[src/rtl/quad_decoder_counter_if.sv]
// Signal bundle between the quadrature decoder and its user: encoder pins,
// counter controls and the position/status outputs.
interface quad_decoder_counter_if #(
    parameter int WIDTH = 16
);
    logic             a_in;
    logic             b_in;
    logic             en;
    logic             load;
    logic [WIDTH-1:0] load_data;
    logic             err_clr;
    logic [WIDTH-1:0] pos;
    logic             step;
    logic             dir;
    logic             wrap;
    logic             err;

    modport master (
        output a_in, b_in, en, load, load_data, err_clr,
        input  pos, step, dir, wrap, err
    );

    modport slave (
        input  a_in, b_in, en, load, load_data, err_clr,
        output pos, step, dir, wrap, err
    );
endinterface

[src/rtl/quad_decoder_counter.sv]
// Quadrature encoder front end: synchronizes and debounces phases A/B, decodes
// Gray-code transitions and drives a 4x up/down position counter.
module quad_decoder_counter #(
    parameter int WIDTH  = 16,
    parameter int FILTER = 2
) (
    input logic                   clk,
    input logic                   rst,
    quad_decoder_counter_if.slave bus
);

    localparam int CW = $clog2(FILTER + 1);
    localparam logic [CW-1:0] CNT_LAST = CW'(FILTER - 1);

    // Bit 1 carries phase A, bit 0 carries phase B throughout.
    logic [1:0]       s1;
    logic [1:0]       s2;
    logic [1:0]       filt;
    logic [1:0]       prev;
    logic [CW-1:0]    cnt [0:1];
    logic             mv_up;
    logic             mv_dn;
    logic             illegal;
    logic [WIDTH-1:0] pos_r;
    logic             step_r;
    logic             dir_r;
    logic             wrap_r;
    logic             err_r;

    always_ff @(posedge clk or posedge rst) begin
        if (rst) begin
            s1 <= '0;
            s2 <= '0;
        end else begin
            s1 <= {bus.a_in, bus.b_in};
            s2 <= s1;
        end
    end

    // A new level is accepted only after it has differed from filt for
    // FILTER consecutive samples; any return to filt restarts the count.
    always_ff @(posedge clk or posedge rst) begin
        if (rst) begin
            filt <= '0;
            prev <= '0;
            for (int i = 0; i < 2; i++) begin
                cnt[i] <= '0;
            end
        end else begin
            prev <= filt;
            for (int i = 0; i < 2; i++) begin
                if (s2[i] == filt[i]) begin
                    cnt[i] <= '0;
                end else if (cnt[i] == CNT_LAST) begin
                    filt[i] <= s2[i];
                    cnt[i]  <= '0;
                end else begin
                    cnt[i] <= cnt[i] + CW'(1);
                end
            end
        end
    end

    always_comb begin
        mv_up   = 1'b0;
        mv_dn   = 1'b0;
        illegal = 1'b0;
        case ({prev, filt})
            4'b00_01, 4'b01_11, 4'b11_10, 4'b10_00: mv_up   = 1'b1;
            4'b01_00, 4'b11_01, 4'b10_11, 4'b00_10: mv_dn   = 1'b1;
            4'b00_11, 4'b11_00, 4'b01_10, 4'b10_01: illegal = 1'b1;
            default: ;
        endcase
    end

    // Load wins over a coincident count; error tracking ignores en.
    always_ff @(posedge clk or posedge rst) begin
        if (rst) begin
            pos_r  <= '0;
            step_r <= 1'b0;
            dir_r  <= 1'b0;
            wrap_r <= 1'b0;
            err_r  <= 1'b0;
        end else begin
            step_r <= 1'b0;
            wrap_r <= 1'b0;
            if (bus.load) begin
                pos_r <= bus.load_data;
            end else if (bus.en && mv_up) begin
                pos_r  <= pos_r + WIDTH'(1);
                step_r <= 1'b1;
                dir_r  <= 1'b1;
                wrap_r <= (pos_r == '1);
            end else if (bus.en && mv_dn) begin
                pos_r  <= pos_r - WIDTH'(1);
                step_r <= 1'b1;
                dir_r  <= 1'b0;
                wrap_r <= (pos_r == '0);
            end
            if (illegal) begin
                err_r <= 1'b1;
            end else if (bus.err_clr) begin
                err_r <= 1'b0;
            end
        end
    end

    assign bus.pos  = pos_r;
    assign bus.step = step_r;
    assign bus.dir  = dir_r;
    assign bus.wrap = wrap_r;
    assign bus.err  = err_r;

endmodule

[src/flat_wrapper.sv]
// flat-port wrapper written by rule: the top's interface ports become plain ports
module quad_decoder_counter_flat 
#(
    parameter int WIDTH  = 16,
    parameter int FILTER = 2
)
  (clk, rst, bus_a_in, bus_b_in, bus_en, bus_load, bus_load_data, bus_err_clr, bus_pos, bus_step, bus_dir, bus_wrap, bus_err);
  quad_decoder_counter_if #(.WIDTH(WIDTH)) bus_i ();
  input logic clk;
  input logic rst;
  input wire logic [$bits(bus_i.a_in)-1:0] bus_a_in;
  input wire logic [$bits(bus_i.b_in)-1:0] bus_b_in;
  input wire logic [$bits(bus_i.en)-1:0] bus_en;
  input wire logic [$bits(bus_i.load)-1:0] bus_load;
  input wire logic [$bits(bus_i.load_data)-1:0] bus_load_data;
  input wire logic [$bits(bus_i.err_clr)-1:0] bus_err_clr;
  output wire logic [$bits(bus_i.pos)-1:0] bus_pos;
  output wire logic [$bits(bus_i.step)-1:0] bus_step;
  output wire logic [$bits(bus_i.dir)-1:0] bus_dir;
  output wire logic [$bits(bus_i.wrap)-1:0] bus_wrap;
  output wire logic [$bits(bus_i.err)-1:0] bus_err;
  assign bus_i.a_in = bus_a_in;
  assign bus_i.b_in = bus_b_in;
  assign bus_i.en = bus_en;
  assign bus_i.load = bus_load;
  assign bus_i.load_data = bus_load_data;
  assign bus_i.err_clr = bus_err_clr;
  assign bus_pos = bus_i.pos;
  assign bus_step = bus_i.step;
  assign bus_dir = bus_i.dir;
  assign bus_wrap = bus_i.wrap;
  assign bus_err = bus_i.err;
  quad_decoder_counter #(.WIDTH(WIDTH), .FILTER(FILTER)) u_core (.clk(clk), .rst(rst), .bus(bus_i));
endmodule
[config.mk]
export PLATFORM = sky130hd
export DESIGN_NAME = quad_decoder_counter_flat
export DESIGN_NICKNAME = d
export VERILOG_FILES = /design/src/rtl/quad_decoder_counter_if.sv /design/src/rtl/quad_decoder_counter.sv /design/src/flat_wrapper.sv
export SDC_FILE = /design/constraint.sdc
export NUM_CORES = 1
export LEC_CHECK = 0
export CAP_MARGIN = 40
export CORE_MARGIN = 2
export CORE_UTILIZATION = 55
export CTS_BUF_LIST = sky130_fd_sc_hd__clkbuf_8
export DETAILED_ROUTE_END_ITERATION = 8
export DONT_BUFFER_PORTS = 1
export GPL_TIMING_DRIVEN = 0
export PLACE_DENSITY = 0.67
export SETUP_SLACK_MARGIN = 0.1
export SYNTH_ARGS = -nofsm -noshare
export SYNTH_HDL_FRONTEND = slang
export SYNTH_SLANG_ARGS = --single-unit
[constraint.sdc]
create_clock -name clk -period 3.5 [get_ports clk]
set_clock_uncertainty 0.05 [all_clocks]
set_input_delay 0.525 -clock clk [delete_from_list [all_inputs] [get_ports clk]]
set_output_delay 0.525 -clock clk [all_outputs]
set_load 0.005 [all_outputs]
==> load_flow_metrics.sql <==
INSERT INTO impl_metrics (metric_group, metric, value, unit) VALUES
('synthesis', 'post_synth_inst_count', '225', ''),
('critical_path', 'cp_data_arrival_time', '3.27', 'ns'),
('global_routing', 'via_count_of_the_first_global_routing_pass', '1694', ''),
('drt', 'post-route-drc-count', '0', ''),
('critical_path', 'kind_of_cell_adding_the_most_delay_to_the_critical_path', 'compound AO/OA/AOI/OAI gates', ''),
('drt', 'drt-wirelength-per-cell', '17.5', 'um'),
('place', 'detailedPlace.worstSlack', '-0.0356', 'ns'),
('global_routing', 'gr-usage-all-layers', '26.1', '%'),
('synthesis', 'synth_compound_area_share', '17.8', '%'),
('finish', 'drive_above_1_share', '7.26', '%'),
('critical_path', 'critical_path.endpoint_type', 'flop', ''),
('drt', 'route.antenna.remaining_nets', '0', ''),
('cts', 'clkSinkCount', '32', ''),
('floorplan', 'starting_density', '56.2', '%'),
('synthesis', 'synth.yosys.warnings', '0', ''),
('global_routing', 'use_met1', '33.7', '%'),
('global_routing', 'use_met2', '42.4', '%'),
('drt', 'via_per_inst', '6.06', ''),
('cts', 'clk_root_buffer_cell', 'sky130_fd_sc_hd__clkbuf_8', ''),
('finish', 'layout.filler_cells', '304', ''),
('synthesis', 'syn_nets', '264', ''),
('global_routing', 'pin_count_of_the_biggest_net_entering_global_routing', '21', ''),
('critical_path', 'start_kind', 'flop', ''),
('synthesis', 'synth_top_cell_by_area', 'sky130_fd_sc_hd__dfrtp_1', ''),
('cts', 'htreeDepth', '2', ''),
('timing', 'slew_viols_final', '0', ''),
('timing', 'finalHoldWorstSlack', '0.128', 'ns'),
('timing', 'post-route-min-period', '3.10', 'ns'),
('timing', 'hold_viol_final', '0', ''),
('synthesis', 'yosysUniqueCellTypes', '36', ''),
('global_routing', 'gr-max-usage-layer', 'met2', ''),
('timing', 'max_slew_margin', '61.3', '%'),
('synthesis', 'largest_family_of_logic_cells_by_synthesized_area', 'compound AO/OA/AOI/OAI gates', ''),
('run_status', 'outcome', 'completed', ''),
('floorplan', 'die_h', '64.7', 'um'),
('critical_path', 'critical_path_required', '3.67', 'ns'),
('critical_path', 'critical-path-slowest-cell', 'sky130_fd_sc_hd__or4b_1', ''),
('cts', 'cts.path.max_buffers', '2', ''),
('finish', 'footprint_of_the_multi_input_gates', '1180', 'um2'),
('global_routing', 'gr-total-overflow', '0', ''),
('cts', 'path_clk_slew', '0.07', 'ns'),
('timing', 'setup_viol', '0', ''),
('place', 'dpl_cell_area', '2120', 'um2'),
('synthesis', 'post-synth-top-count-cell', 'sky130_fd_sc_hd__dfrtp_1', ''),
('synthesis', 'yosysTopAreaCellShare', '39.5', '%'),
('drt', 'routed_wirelength', '4.94', 'mm'),
('job', 'drv_cap', '0', ''),
('timing', 'timing_worst_slew_pin_value', '0.579', 'ns'),
('synthesis', 'post_synth_main_area_contributors', 'sky130_fd_sc_hd__dfrtp_1 (39%), sky130_fd_sc_hd__ha_1 (9.3%), sky130_fd_sc_hd__o21ai_0 (6.2%)', ''),
('floorplan', 'core', '3610', 'um2'),
('cts', 'numCtsBuffers', '5', ''),
('synthesis', 'synth_ff_type', 'sky130_fd_sc_hd__dfrtp_1', ''),
('synthesis', 'most_numerous_cell_types_in_the_synthesized_netlist', 'sky130_fd_sc_hd__dfrtp_1 (32), sky130_fd_sc_hd__o21ai_0 (25), sky130_fd_sc_hd__nand2_1 (23)', ''),
('place', 'globalplace.congestion', '0.898', ''),
('global_routing', 'grt_first_pass_wirelength', '8.28', 'mm'),
('finish', 'layout.area.seq', '801', 'um2'),
('finish', 'flow.area_growth_from_synthesis', '10.2', '%'),
('global_routing', 'number_of_antenna_violations_at_the_first_check_in_global_routing', '0', ''),
('finish', 'postLayoutCellArea', '2240', 'um2'),
('drt', 'num_vias', '1710', ''),
('timing', 'setup_ws', '0.397', 'ns'),
('synthesis', 'synth.ff_latch_count', '32', ''),
('finish', 'antenna_diode_count', '0', ''),
('timing', 'grt_setup_unrepaired', 'false', ''),
('synthesis', 'synth_edf_count', '0', ''),
('critical_path', 'worst-setup-path-type', 'flop to flop', ''),
('drt', 'dr.first_iter.drc_count', '142', ''),
('synthesis', 'seq_area_frac_synth', '39.5', '%'),
('global_routing', 'globalRouteMet3Util', '7.29', '%'),
('place', 'port_buffers', '0', ''),
('critical_path', 'worstPathCellList', 'xnor2_1 -> nand3_4 -> inv_1 -> fa_1 -> inv_1 -> a21oi_1 -> o21ai_0 -> a21oi_1 -> o21bai_1 -> or4b_1 -> nand4_1', '');
-- placed cells by master (no fill, tap or decap), types with 7 or more instances in the layout --
cell,netlist,layout
sky130_fd_sc_hd__o21ai_0,25,25
sky130_fd_sc_hd__nand4_1,7,7
sky130_fd_sc_hd__nor2_1,16,16
sky130_fd_sc_hd__dfrtp_1,32,32
sky130_fd_sc_hd__xor2_1,9,9
sky130_fd_sc_hd__inv_1,9,10
sky130_fd_sc_hd__ha_1,15,15
sky130_fd_sc_hd__nand2_1,23,23
sky130_fd_sc_hd__xnor2_1,10,10
sky130_fd_sc_hd__a21oi_1,20,20
-- cell type report --
type	instances	area share [%]
Multi-Input combinational cell	177	52.7
Sequential cell	32	35.8
Clock buffer	5	3.08
Tap cell	48	2.69
Clock inverter	3	1.73
Inverter	10	1.68
Timing Repair Buffer	1	1.23
Buffer	6	1.12
-- state kept, by name, summed over array words and instances, names as in the netlist --
register         cells
u_core.bus.dir       1
u_core.bus.err       1
u_core.bus.pos      16
u_core.bus.step      1
u_core.bus.wrap      1
u_core.cnt           4
u_core.filt          2
u_core.prev          2
u_core.s1            2
u_core.s2            2
-- through the flow --
step	setup TNS, ns	utilization, %
after floorplan	0	-
after global placement	0	57.9
after detailed placement	-0.0356	58.7
after CTS	0	61.8
after global routing	0	62.0
final	0	62.0
-- worst register-to-register path: stages, from the launching register on --
cell and delay (ns):
sky130_fd_sc_hd__dfrtp_1 0.46, sky130_fd_sc_hd__xnor2_1 0.28, sky130_fd_sc_hd__nand3_4 0.29, sky130_fd_sc_hd__inv_1 0.20, sky130_fd_sc_hd__fa_1 0.23, sky130_fd_sc_hd__inv_1 0.05
sky130_fd_sc_hd__a21oi_1 0.23, sky130_fd_sc_hd__o21ai_0 0.18, sky130_fd_sc_hd__a21oi_1 0.34, sky130_fd_sc_hd__o21bai_1 0.16, sky130_fd_sc_hd__or4b_1 0.47, sky130_fd_sc_hd__nand4_1 0.11
-- final timing paths --
check                               start                  to  slack (ns)  cells past startpoint
max                        u_core.filt[1]  u_core.bus.pos[12]        0.40                     11
min                                   rst   u_core.bus.pos[5]        0.13                      1
max reg2reg                u_core.filt[1]  u_core.bus.pos[12]        0.40                     11
min reg2reg                  u_core.s1[1]        u_core.s2[1]        0.30                      0
max in group asynchronous             rst     u_core.bus.step        2.77                      2
min in group clk                 bus_a_in        u_core.s1[1]        0.21                      0
-- routing by layer --
layer	wire (um)	up-vias	part of all wire, %
li1	-	823	-
met1	2140	821	43
met2	2370	58	48
met3	378	8	7.6
met4	52	0	1.1
met5	0	-	0
-- logic make-up after synthesis --
kind of cell,Yosys count
and+or+nand+nor,74
AOI/OAI and AO/OA,61
DFF,32
xor gates and xnor gates,19
buffers and inverters,16
adders and majority gates,16
muxes,7
-- timing repair --
item	4_1_cts	5_1_grt
resized for setup	1	1
hold buffers	0	0
endpoints found under the setup margin	2	2
endpoints found under the hold margin	0	0
setup buffers	0	0
Power is left out: the tool's default activity adds up to more than one toggle a clock period on the data nets, which glitch-free logic cannot reach.
==> RTL edit 1: new RTL, same settings <==
Reset style: synchronous (`rst`), changed in 3 clocked blocks.
--- a/src/rtl/quad_decoder_counter.sv
+++ b/src/rtl/quad_decoder_counter.sv
@@ -27,7 +27,7 @@
     logic             wrap_r;
     logic             err_r;
 
-    always_ff @(posedge clk or posedge rst) begin
+    always_ff @(posedge clk) begin
         if (rst) begin
             s1 <= '0;
             s2 <= '0;
@@ -39,7 +39,7 @@
 
     // A new level is accepted only after it has differed from filt for
     // FILTER consecutive samples; any return to filt restarts the count.
-    always_ff @(posedge clk or posedge rst) begin
+    always_ff @(posedge clk) begin
         if (rst) begin
             filt <= '0;
             prev <= '0;
@@ -74,7 +74,7 @@
     end
 
     // Load wins over a coincident count; error tracking ignores en.
-    always_ff @(posedge clk or posedge rst) begin
+    always_ff @(posedge clk) begin
         if (rst) begin
             pos_r  <= '0;
             step_r <= 1'b0;
Behaviour: differs if rst is asserted again (counterexample within 4 cycles, from zero or initial values and one cycle with rst high); with rst held inactive, the same outputs for 10 cycles.
==> RTL edit 1 against the original RTL <==
Sequential cell count did not move; non-clock buffer count rose by 2; design area rose by 2.4%; die area rose by 2.5%; cell count rose by 10%; first-iteration DRC count fell by 29%; maximum frequency rose by 1.4%; critical path depth fell by 2; worst setup slack improved by 44 ps; synthesized area rose by 2.7%; wire length rose by 7.8%; critical path type unchanged.
Power is left out: it rests on default switching activity, and per cell area and clock period it moved more than threefold.
==> RTL edit 1: results (changes against the original RTL) <==
Unique masters post-synth 40 (+11%); share of the synthesized area in the top cell type 0.269 (-0.126); ys async rst share 0 (-1.00); Synth area leaders dfxtp_1 27%, ha_1 10%, a21oi_1 6.5%; adder-cell share of the synthesized area 0.112 (+0.00931); vias in the first global route 1770 (+4.5%); vias per inst 5.96 (-1.7%); status complete, no violations; slowest cell on the critical path dfxtp_1; largest net degree at the start of global routing 20 (-4.8%); CP max FO 19 (+1); number of flops mapped to enable cells by yosys 4 (+4); post-synthesis instance total 252 (+12%); first-pass GRT wire length 8900 um (+7.5%); commonest cells in the netlist 28 x dfxtp_1, 27 x a21oi_1, 20 x nor2_1; GRT Util Overall 0.274 (+0.0130); DP Wirelength 3860 um (+5.9%); Placed Instances 303 (+11%); routability cong. 0.912 (+1.5%); type of the tightest min-delay check in2reg; Seq/Total Area, Yosys 0.327 (-0.0681); routed len/inst 17.1 um (-2.3%); initial DRC count 101 (-29%); WP data arrival 3160 ps (-110 ps); Crit path largest cell delay 430 ps (-40 ps); layout cells sized above 1 0.0494 (-0.0232); Setup WS pre-CTS -86.3 ps (-50.7 ps)
-- RTL edit 1: cell count changes after synthesis, moves of 5 or more --
| cell | change |
|---|---|
| o21ai_0 | -15 |
| a221oi_1 | +5 |
| o22ai_1 | +6 |
| dfxtp_1 | +28 |
| dfrtp_1 | -32 |
| nor3b_1 | +5 |
| a21oi_1 | +7 |
| a21o_1 | +6 |
| nor2b_1 | +10 |
| inv_1 | +5 |
| nand2_1 | -9 |
-- RTL edit 1: cells by family (layout without fill, tap and decap cells) --
group,Yosys count,after routing
muxes,2,2
buffers and inverters,23,31
DFF,32,32
other,1,4
and+or+nand+nor,83,83
AOI/OAI and AO/OA,74,74
xor gates and xnor gates,19,19
adders and majority gates,18,18
-- RTL edit 1: worst paths after layout --
| check | startpoint | endpoint | slack, ps | cells after the start |
|---|---|---|---|---|
| min | bus_a_in | u_core.s1[1]$_SDFF_PP0_ | 320 | 1 |
| max | u_core.filt[0]$_SDFFE_PP0P_ | u_core.bus.pos[13]$_SDFFE_PP0P_ | 440 | 9 |
| max reg2reg | u_core.filt[0]$_SDFFE_PP0P_ | u_core.bus.pos[13]$_SDFFE_PP0P_ | 440 | 9 |
| min reg2reg | u_core.s1[0]$_SDFF_PP0_ | u_core.s2[0]$_SDFF_PP0_ | 400 | 1 |
-- RTL edit 1: metal layers --
layer / share of wire / GRT usage / up-vias
met3: 0.068 / 0.0702 / 11
li1: - / - / 931
met1: 0.47 / 0.364 / 857
met5: 0 / 0 / -
met4: 0.022 / 0.0938 / 0
met2: 0.44 / 0.431 / 55
-- RTL edit 1: cell type report --
type | count | area [um^2] | share of cell area
well taps | 48 | 60.1 | 0.0262
clock buffers | 6 | 82.6 | 0.0361
clock inverters | 2 | 33.8 | 0.0148
flip-flops and latches | 32 | 681 | 0.297
plain buffers | 9 | 36.3 | 0.0158
inverters | 14 | 52.6 | 0.0230
multi-input cells | 200 | 1340 | 0.587
-- RTL edit 1: metrics by stage --
| stage | TNS (ps) | hold WS, ps | cell area (um^2) |
|---|---|---|---|
| final | 0 | 319 | 2290 |
| after global routing | 0 | 317 | 2290 |
| after CTS | 0 | 318 | 2280 |
| after detailed placement | -165 | 381 | 2150 |
| after global placement | -179 | 368 | 2150 |
| after floorplan | 0 | 364 | 2090 |
==> RTL edit 2: new RTL, same settings <==
Without the edit above. `WIDTH` is set to 16 in 3 places; all go to 18.
--- a/src/rtl/quad_decoder_counter_if.sv
+++ b/src/rtl/quad_decoder_counter_if.sv
@@ -1,7 +1,7 @@
 // Signal bundle between the quadrature decoder and its user: encoder pins,
 // counter controls and the position/status outputs.
 interface quad_decoder_counter_if #(
-    parameter int WIDTH = 16
+    parameter int WIDTH = 18
 );
     logic             a_in;
     logic             b_in;
--- a/src/rtl/quad_decoder_counter.sv
+++ b/src/rtl/quad_decoder_counter.sv
@@ -1,7 +1,7 @@
 // Quadrature encoder front end: synchronizes and debounces phases A/B, decodes
 // Gray-code transitions and drives a 4x up/down position counter.
 module quad_decoder_counter #(
-    parameter int WIDTH  = 16,
+    parameter int WIDTH  = 18,
     parameter int FILTER = 2
 ) (
     input logic                   clk,
--- a/src/flat_wrapper.sv
+++ b/src/flat_wrapper.sv
@@ -1,7 +1,7 @@
 // flat-port wrapper written by rule: the top's interface ports become plain ports
 module quad_decoder_counter_flat 
 #(
-    parameter int WIDTH  = 16,
+    parameter int WIDTH  = 18,
     parameter int FILTER = 2
 )
   (clk, rst, bus_a_in, bus_b_in, bus_en, bus_load, bus_load_data, bus_err_clr, bus_pos, bus_step, bus_dir, bus_wrap, bus_err);
Ports: changed (resized bus_load_data and bus_pos); port bits go from 43 to 47. No check against the original RTL was run, so the function may have changed too.
==> RTL edit 2 against the original RTL <==
Sequential cell count grew 2; count of clock-buffer cells in the layout unchanged; utilization increased by 1.1 points; worst setup slack got worse by 47 ps; synthesized area grew 13%; wire length is 13% higher; design area increased by 13%; critical path type unchanged; highest routed layer unchanged.
Power is left out: the tool's default activity adds up to more than one toggle a clock period on the data nets, which glitch-free logic cannot reach.
==> RTL edit 2: results (changes against the original RTL) <==
status complete, no violations; routed wire length 5570 um (+13%); GRT Util Overall 0.259 (-0.00233); WL met3 337 um (-11%); WP data arrival 3270 ps (about the same); CP max FO 20 (+2); Setup WS pre-CTS 21.2 ps (+56.8 ps); Seq/Total Area, Yosys 0.372 (-0.0232); Unique masters post-synth 46 (+28%); Worst Hold Margin 147 ps (+19.3 ps); Multi-input gate area 0.00138 mm^2 (+17%); Die X 68.5 um (+5.9%); Synth area leaders dfrtp_1 37%, ha_1 8.7%, nand2_1 4.6%; type of the tightest min-delay check in2async; vias per inst 6.06 (about the same); nets 301 (+11%); DP Wirelength 4190 um (+15%); DP Area 0.00238 mm^2 (+12%); multi-input gates 202 (+14%); largest net degree at the start of global routing 22 (+4.8%); initial DRC count 169 (+19%); met3 usage 0.0617 (-0.0112); Placed Instances 302 (+10%); Seq/total area 0.337 (-0.0208); buffering overhead 0.0223 (-0.00118); max FFs per register 18 (+2); fillcell total 326 (+7.2%); first-pass GRT wire length 8750 um (+5.7%); reg2reg path depth 11 (unchanged); reg-to-reg endpoint u_core.bus.pos[14]$_DFFE_PP0P_; vias 1879 (+9.9%); vias in the first global route 1736 (+2.5%); layout cells sized above 1 0.0962 (+0.0235); wire length on met2 2560 um (+7.9%); commonest cells in the netlist 34 x dfrtp_1, 28 x nand2_1, 17 x o21ai_0; post-synthesis instance total 251 (+12%); GR Util met2 0.401 (-0.0225); Seq cells 34 (+6.3%); Sequential cell area 851 um^2 (+6.3%); flop-to-flop setup slack 350 ps (-50 ps); routability cong. 0.943 (+5.0%); met1 GRT Util 0.364 (+0.0276); Mapped Nets 293 (+11%); min cycle time layout 3150 ps (+46.7 ps); count of plain and timing-repair buffers 6 (-1); Clock-cell share 0.0546 (+0.00644)
==> RTL edit 2: cell types whose count changed in the layout (fill, tap and decap cells not counted), moves of 3 or more <==
cell / unedited run / this run
o21ai_1: 0 / 6
nand2_1: 23 / 28
o22ai_1: 1 / 4
o21a_1: 2 / 6
nor3_1: 5 / 8
a21oi_1: 20 / 12
o21ai_0: 25 / 17
a21o_1: 1 / 8
a211oi_1: 3 / 0
==> RTL edit 2: kinds of logic after synthesis <==
kind of cell	share of synthesized area
buffers and inverters	0.0290
AOI/OAI and AO/OA	0.192
adders and majority gates	0.0962
and+or+nand+nor	0.201
DFF	0.372
muxes	0.0415
xor gates and xnor gates	0.0689
==> RTL edit 2: critical path, stage by stage (launching register included) <==
cell and delay, ps:
dfrtp_1 460, xnor2_1 170, nand3_2 340, inv_1 220, fa_1 420, nor2b_1 210
o31a_1 240, o22ai_1 110, o21ai_1 340, a31oi_1 160, xor2_1 190, o211ai_1 100
